File: src/rtl/gate_pkg.sv
// Shared types and sizing for the single-gate parking slot scheduler.
package gate_pkg;

  localparam int unsigned NUM_SLOTS = 4;
  localparam int unsigned SLOT_W    = 2;
  localparam int unsigned CAP_W     = 3;

  typedef enum logic [1:0] {
    IDLE,
    GATE_OPEN,
    FULL_HOLD
  } state_e;

  typedef enum logic {
    CLS_ENTRY,
    CLS_EXIT
  } req_class_e;

  function automatic logic [CAP_W-1:0] free_count(input logic [NUM_SLOTS-1:0] occ);
    logic [CAP_W-1:0] c;
    c = CAP_W'(NUM_SLOTS);
    for (int unsigned i = 0; i < NUM_SLOTS; i++) begin
      c = c - CAP_W'(occ[i]);
    end
    return c;
  endfunction

  // Descending scan so the last hit, and therefore the result, is the lowest free index.
  function automatic logic [SLOT_W-1:0] lowest_free(input logic [NUM_SLOTS-1:0] occ);
    logic [SLOT_W-1:0] idx;
    idx = '0;
    for (int unsigned i = NUM_SLOTS; i > 0; i--) begin
      if (!occ[i-1]) idx = SLOT_W'(i - 1);
    end
    return idx;
  endfunction

endpackage

File: src/rtl/gate_timer.sv
// Loadable down-counter; done_o marks the final cycle of a loaded interval.
module gate_timer #(
  parameter int unsigned WIDTH = 32
) (
  input  logic             clk,
  input  logic             rst,
  input  logic             load_i,
  input  logic [WIDTH-1:0] load_val_i,
  output logic             done_o
);

  logic [WIDTH-1:0] count_q, count_d;

  always_comb begin
    count_d = count_q;
    if (load_i) begin
      count_d = load_val_i;
    end else if (count_q != '0) begin
      count_d = count_q - WIDTH'(1);
    end
  end

  always_ff @(posedge clk or posedge rst) begin
    if (rst) begin
      count_q <= '0;
    end else begin
      count_q <= count_d;
    end
  end

  assign done_o = (count_q <= WIDTH'(1));

endmodule

File: src/rtl/gate_scheduler.sv
// Slot scheduler for a shared entry/exit gate: round-robin arbitration,
// per-slot occupancy, timed gate-open and full-indication holds.
module gate_scheduler
  import gate_pkg::*;
#(
  parameter int unsigned GATE_CYCLES = 400000000,
  parameter int unsigned FULL_CYCLES = 240000000
) (
  input  logic                 clk,
  input  logic                 reset,
  input  logic                 entry_req,
  input  logic                 exit_req,
  input  logic [SLOT_W-1:0]    exit_slot,
  output logic                 entry_grant,
  output logic                 exit_grant,
  output logic                 reject,
  output logic [SLOT_W-1:0]    grant_slot,
  output logic                 gate_open,
  output logic                 full_flag,
  output logic [NUM_SLOTS-1:0] occupancy,
  output logic [CAP_W-1:0]     capacity
);

  state_e               state_q, state_d;
  logic [NUM_SLOTS-1:0] occ_q, occ_d;
  logic [SLOT_W-1:0]    slot_q, slot_d;
  req_class_e           last_q, last_d;
  logic                 eg_q, eg_d;
  logic                 xg_q, xg_d;
  logic                 rej_q, rej_d;

  logic                 serve_exit;
  logic                 serve_entry;
  logic [SLOT_W-1:0]    free_idx;
  logic                 tmr_load;
  logic [31:0]          tmr_val;
  logic                 tmr_done;

  gate_timer #(.WIDTH(32)) u_timer (
    .clk        (clk),
    .rst        (reset),
    .load_i     (tmr_load),
    .load_val_i (tmr_val),
    .done_o     (tmr_done)
  );

  always_ff @(posedge clk or posedge reset) begin
    if (reset) begin
      state_q <= IDLE;
    end else begin
      state_q <= state_d;
    end
  end

  // Next state plus the registered datapath updates that accompany each decision.
  always_comb begin
    state_d     = state_q;
    occ_d       = occ_q;
    slot_d      = slot_q;
    last_d      = last_q;
    eg_d        = 1'b0;
    xg_d        = 1'b0;
    rej_d       = 1'b0;
    tmr_load    = 1'b0;
    tmr_val     = '0;
    serve_exit  = 1'b0;
    serve_entry = 1'b0;
    free_idx    = lowest_free(occ_q);
    case (state_q)
      IDLE: begin
        // On a tie the class not served last wins; the loser keeps its request up.
        serve_exit  = exit_req && (!entry_req || (last_q == CLS_ENTRY));
        serve_entry = entry_req && !serve_exit;
        if (serve_exit) begin
          if (occ_q[exit_slot]) begin
            occ_d[exit_slot] = 1'b0;
            slot_d           = exit_slot;
            last_d           = CLS_EXIT;
            xg_d             = 1'b1;
            state_d          = GATE_OPEN;
            tmr_load         = 1'b1;
            tmr_val          = 32'(GATE_CYCLES);
          end else begin
            rej_d = 1'b1;
          end
        end else if (serve_entry) begin
          if (occ_q != '1) begin
            occ_d[free_idx] = 1'b1;
            slot_d          = free_idx;
            last_d          = CLS_ENTRY;
            eg_d            = 1'b1;
            state_d         = GATE_OPEN;
            tmr_load        = 1'b1;
            tmr_val         = 32'(GATE_CYCLES);
          end else begin
            rej_d    = 1'b1;
            state_d  = FULL_HOLD;
            tmr_load = 1'b1;
            tmr_val  = 32'(FULL_CYCLES);
          end
        end
      end
      GATE_OPEN, FULL_HOLD: begin
        if (tmr_done) state_d = IDLE;
      end
      default: state_d = IDLE;
    endcase
  end

  always_ff @(posedge clk or posedge reset) begin
    if (reset) begin
      occ_q  <= '0;
      slot_q <= '0;
      last_q <= CLS_ENTRY;
      eg_q   <= 1'b0;
      xg_q   <= 1'b0;
      rej_q  <= 1'b0;
    end else begin
      occ_q  <= occ_d;
      slot_q <= slot_d;
      last_q <= last_d;
      eg_q   <= eg_d;
      xg_q   <= xg_d;
      rej_q  <= rej_d;
    end
  end

  always_comb begin
    gate_open   = (state_q == GATE_OPEN);
    full_flag   = (state_q == FULL_HOLD);
    entry_grant = eg_q;
    exit_grant  = xg_q;
    reject      = rej_q;
    grant_slot  = slot_q;
    occupancy   = occ_q;
    capacity    = free_count(occ_q);
  end

endmodule

File: config.mk
export PLATFORM = sky130hd
export DESIGN_NAME = gate_scheduler
export DESIGN_NICKNAME = d
export VERILOG_FILES = /design/src/rtl/gate_pkg.sv /design/src/rtl/gate_timer.sv /design/src/rtl/gate_scheduler.sv
export SDC_FILE = /design/constraint.sdc
export NUM_CORES = 1
export LEC_CHECK = 0
export BUFFER_PORTS_ARGS = -buffer_cell sky130_fd_sc_hd__buf_2
export CORE_UTILIZATION = 50
export CTS_CLUSTER_DIAMETER = 100
export DETAILED_ROUTE_END_ITERATION = 7
export GPL_ROUTABILITY_DRIVEN = 0
export HOLD_SLACK_MARGIN = 0.15
export PLACE_DENSITY = 0.75
export SLEW_MARGIN = 30
export SYNTH_ARGS = -nofsm -noshare
export SYNTH_HDL_FRONTEND = slang
export SYNTH_HIERARCHICAL = 1
export SYNTH_SLANG_ARGS = --single-unit
File: constraint.sdc
create_clock -name clk -period 2.72 [get_ports clk]
set_input_delay 0.544 -clock clk [delete_from_list [all_inputs] [get_ports clk]]
set_output_delay 0.544 -clock clk [all_outputs]
set_load 0.02 [all_outputs]
==> impl_metrics.csv <==
group,metric,value,unit
placed_design,hpwl,4.05,mm
timing,fin_skew,11.1,ps
timing,finalSetupViolations,0,
final_layout,drive_gt1_share,18.3,%
drt,route.antenna.remaining_nets,0,
timing,setup_total_negative_slack,0,ps
clock_network,cts-hold-fix-buffers,0,
setup_path,critical_path_buf_inv_count,2,
yosys,ffs_w_async_s_r_synth,100,%
timing,timing_worst_slew_pin_value,529,ps
yosys,synthesis.yosys.warnings,6,
setup_path,worstSetupStartpointType,"flop",
timing,fmax,395,MHz
drt,post_drt_via_cell_ratio,5.50,
power_and_ir_drop,p_sw_share,44.9,%
clock_network,clock_insertion_delay_worst_skew,300,ps
final_layout,finish.net_count,343,
drt,detail_route.first_pass.iterations,4,
power_and_ir_drop,pwr-share-clk,13.7,%
yosys,synth.area.top_cells,"dfrtp_1, xnor2_1, ha_1, nand2_1, o21ai_0",
setup_path,cp_common_cell,"ha_1",
global_routing,grt_first_pass_wirelength,10.0,mm
power_and_ir_drop,power.switching,1.61,mW
floorplan,coreArea,5200,µm²
yosys,ys_dominant_reg_cell,"dfrtp_1",
drt,detailed_route_wire_length,5.66,mm
power_and_ir_drop,cell_pwr_density,1160,nW/µm²
clock_network,post_cts_resized,0,
setup_path,reg2reg_setup_slack,420,ps
power_and_ir_drop,p_comb_share,50.5,%
clock_network,clk_root_buffer_cell,"clkbuf_8",
setup_path,critPathArrivalTime,1990,ps
global_routing,grt_antenna_before_repair,0,
clock_network,cts_max_path_buffers,2,
yosys,synth-seq-area-share,40.2,%
yosys,number_of_distinct_standard_cells_referenced_by_the_synthesized_netlist,57,
timing,setup_ws,186,ps
floorplan,die-area,5780,µm²
floorplan,start_util,52.6,%
timing,timing_hold_violations_final,0,
setup_path,timing.critical_path.to_type,"primary output",
placed_design,placement.setup.worst_slack,270,ps
final_layout,insertedDiodeCount,0,
timing,slew_violations,0,
timing,max_slew_margin,64.7,%
clock_network,cts_inserted_buffers,5,
placed_design,placed_cells,390,
yosys,yosys.area.top_type,"dfrtp_1",
timing,hold-worst-slack,262,ps
clock_network,worst_setup_hold_path_clk_slew,90,ps
drt,vias,2189,
final_layout,layoutNonFillerInstCount,398,
global_routing,global_route.overflow_total,0,
setup_path,crit_path_cell_trace,"fa_1 > inv_1 > ha_1 > ha_1 > buf_2",
setup_path,worstReg2RegEnd,"state_q[1]",
setup_path,worst_ep_required_time,2180,ps
global_routing,grt_start_max_net_pins,33,
final_layout,area_growth,13.1,%
yosys,mappedNetlistArea,2740,µm²
job,timing.max_cap.violations,0,
final_layout,final_common_cell,"dfrtp_1",
setup_path,worst_r2r_path_depth,7,
floorplan,i_o_pin_count,20,
power_and_ir_drop,internal-power,1.98,mW
yosys,number_of_enable_flip_flop_cells_after_synthesis,0,
power_and_ir_drop,design_power_total,3.59,mW
final_layout,final.fill_count,471,
global_routing,global_route.usage.total,21.5,%
setup_path,crit_type,"flop to primary output",
setup_path,critPathMaxFanout,9,
floorplan,die_w,76.0,µm
global_routing,vias_in_the_first_global_route,2138,
clock_network,cts_tree,"done",
setup_path,crit_family,"adder cells",
timing,layout_min_cycle_time,2530,ps
timing,rsz_0062_raised_after_global_routing,"false",
setup_path,r2r-start,"u_timer/count_q[16]",
run_status,run_status,"complete, no violations",
clock_network,clock_sinks,44,
power_and_ir_drop,vdd_ir_drop_max,0.000598,V
yosys,synth.avg_cell_area,9.51,µm²
clock_network,htree_levels,2,
power_and_ir_drop,sequential_share_of_power,35.9,%
drt,routed_len_inst,14.2,µm
floorplan,dieHeight,76.0,µm
yosys,yosys_register_bits,44,
worst_hold_path,hp-class,"primary input to asynchronous set/reset pin",
clock_network,postCtsSetupBuffers,0,
yosys,synthesis.instances,288,
drt,remaining_drc_errors,0,
drt,initialDrtViolationCount,87,
final_layout,highest_count_cells_in_the_layout_ignoring_fill_and_taps,"dfrtp_1, nand2_1, nor2_1",
timing,finalCritPeriodShare,93.2,%
yosys,synth_top_cell_area_share,40.2,%
setup_path,max_stage_delay,570,ps
power_and_ir_drop,leakage,1.30,nW
setup_path,crit_path_top_delay_cell,"fa_1",
floorplan,rows,26,
placed_design,numPortBuffers,19,
worst reg2reg max path, cell delays in order (launching register included):
cell	delay, ps
dfrtp_1	420
or3_1	530
nor3_1	250
nand2_1	180
nor3_1	230
nand2b_1	160
o311ai_0	190
a32o_1	250
cell usage after synthesis, drive strengths merged (5+ instances only):
library cell,number
o31ai,9
nand2b,5
nor3,17
nand2,29
xor2,6
xnor2,19
inv,15
clkbuf,8
nor4,13
o21ai,21
dfrtp,44
ha,9
nor2,21
a211oi,9
sequential cells by signal (all words and copies together) (netlist names):
register / flops
grant_slot: 2
exit_grant: 1
entry_grant: 1
occupancy: 4
last_q: 1
reject: 1
state_q: 2
u_timer/count_q: 32
layout make-up:
type	instances	area, µm²	share of cell area (%)
inverter	16	60.1	1.94
tap	70	87.6	2.83
multi-input combinational	232	1580	50.9
timing repair buffer	28	163	5.25
clock buffer	5	68.8	2.22
sequential	44	1100	35.5
clock inverter	3	42.5	1.37
power groups by stage:
| stage | clock (mW) | combinational (mW) | sequential, mW |
|---|---|---|---|
| floorplan | 0 | 1.39 | 1.29 |
| global placement | 0 | 1.75 | 1.28 |
| detailed placement | 0 | 1.81 | 1.29 |
| CTS | 0.501 | 1.82 | 1.28 |
| global route | 0.529 | 2.06 | 1.34 |
| finish | 0.491 | 1.81 | 1.29 |
stage by stage:
stage               util, %  cell area, µm²
floorplan                 -            2800
global placement       57.4            2990
detailed placement     57.4            2990
CTS                    59.5            3100
global route           59.5            3100
finish                 59.5            3100
worst max path at each step:
stage | from | endpoint | depth (start not counted)
after floorplan | exit_slot[0] | u_timer/count_q[30] | 8
after global placement | exit_slot[0] | u_timer/count_q[28] | 7
after detailed placement | exit_slot[0] | u_timer/count_q[13] | 8
after CTS | occupancy[0] | capacity[1] | 5
after global routing | occupancy[0] | capacity[1] | 5
final | occupancy[0] | capacity[1] | 5
cell families (layout without fill, tap and decap cells):
family	count (synthesis)	count (layout)	synth area share, %
mux	5	5	2.37
other cells	1	16	0.137
buf+inv	27	52	4.34
flops	44	44	40.2
xor+xnor	25	25	7.99
simple gates	116	116	24.4
compound gates	60	60	15.8
fa+ha+maj	10	10	4.84
metal layers:
metal / GRT usage (%) / up-vias / part of all wire, %
li1: - / 1092 / -
met1: 29.6 / 1050 / 47
met2: 36.1 / 42 / 48
met3: 3.11 / 5 / 3.4
met4: 5.00 / 0 / 0.85
met5: 0 / - / 0
Power figures use the tool's default switching activity.
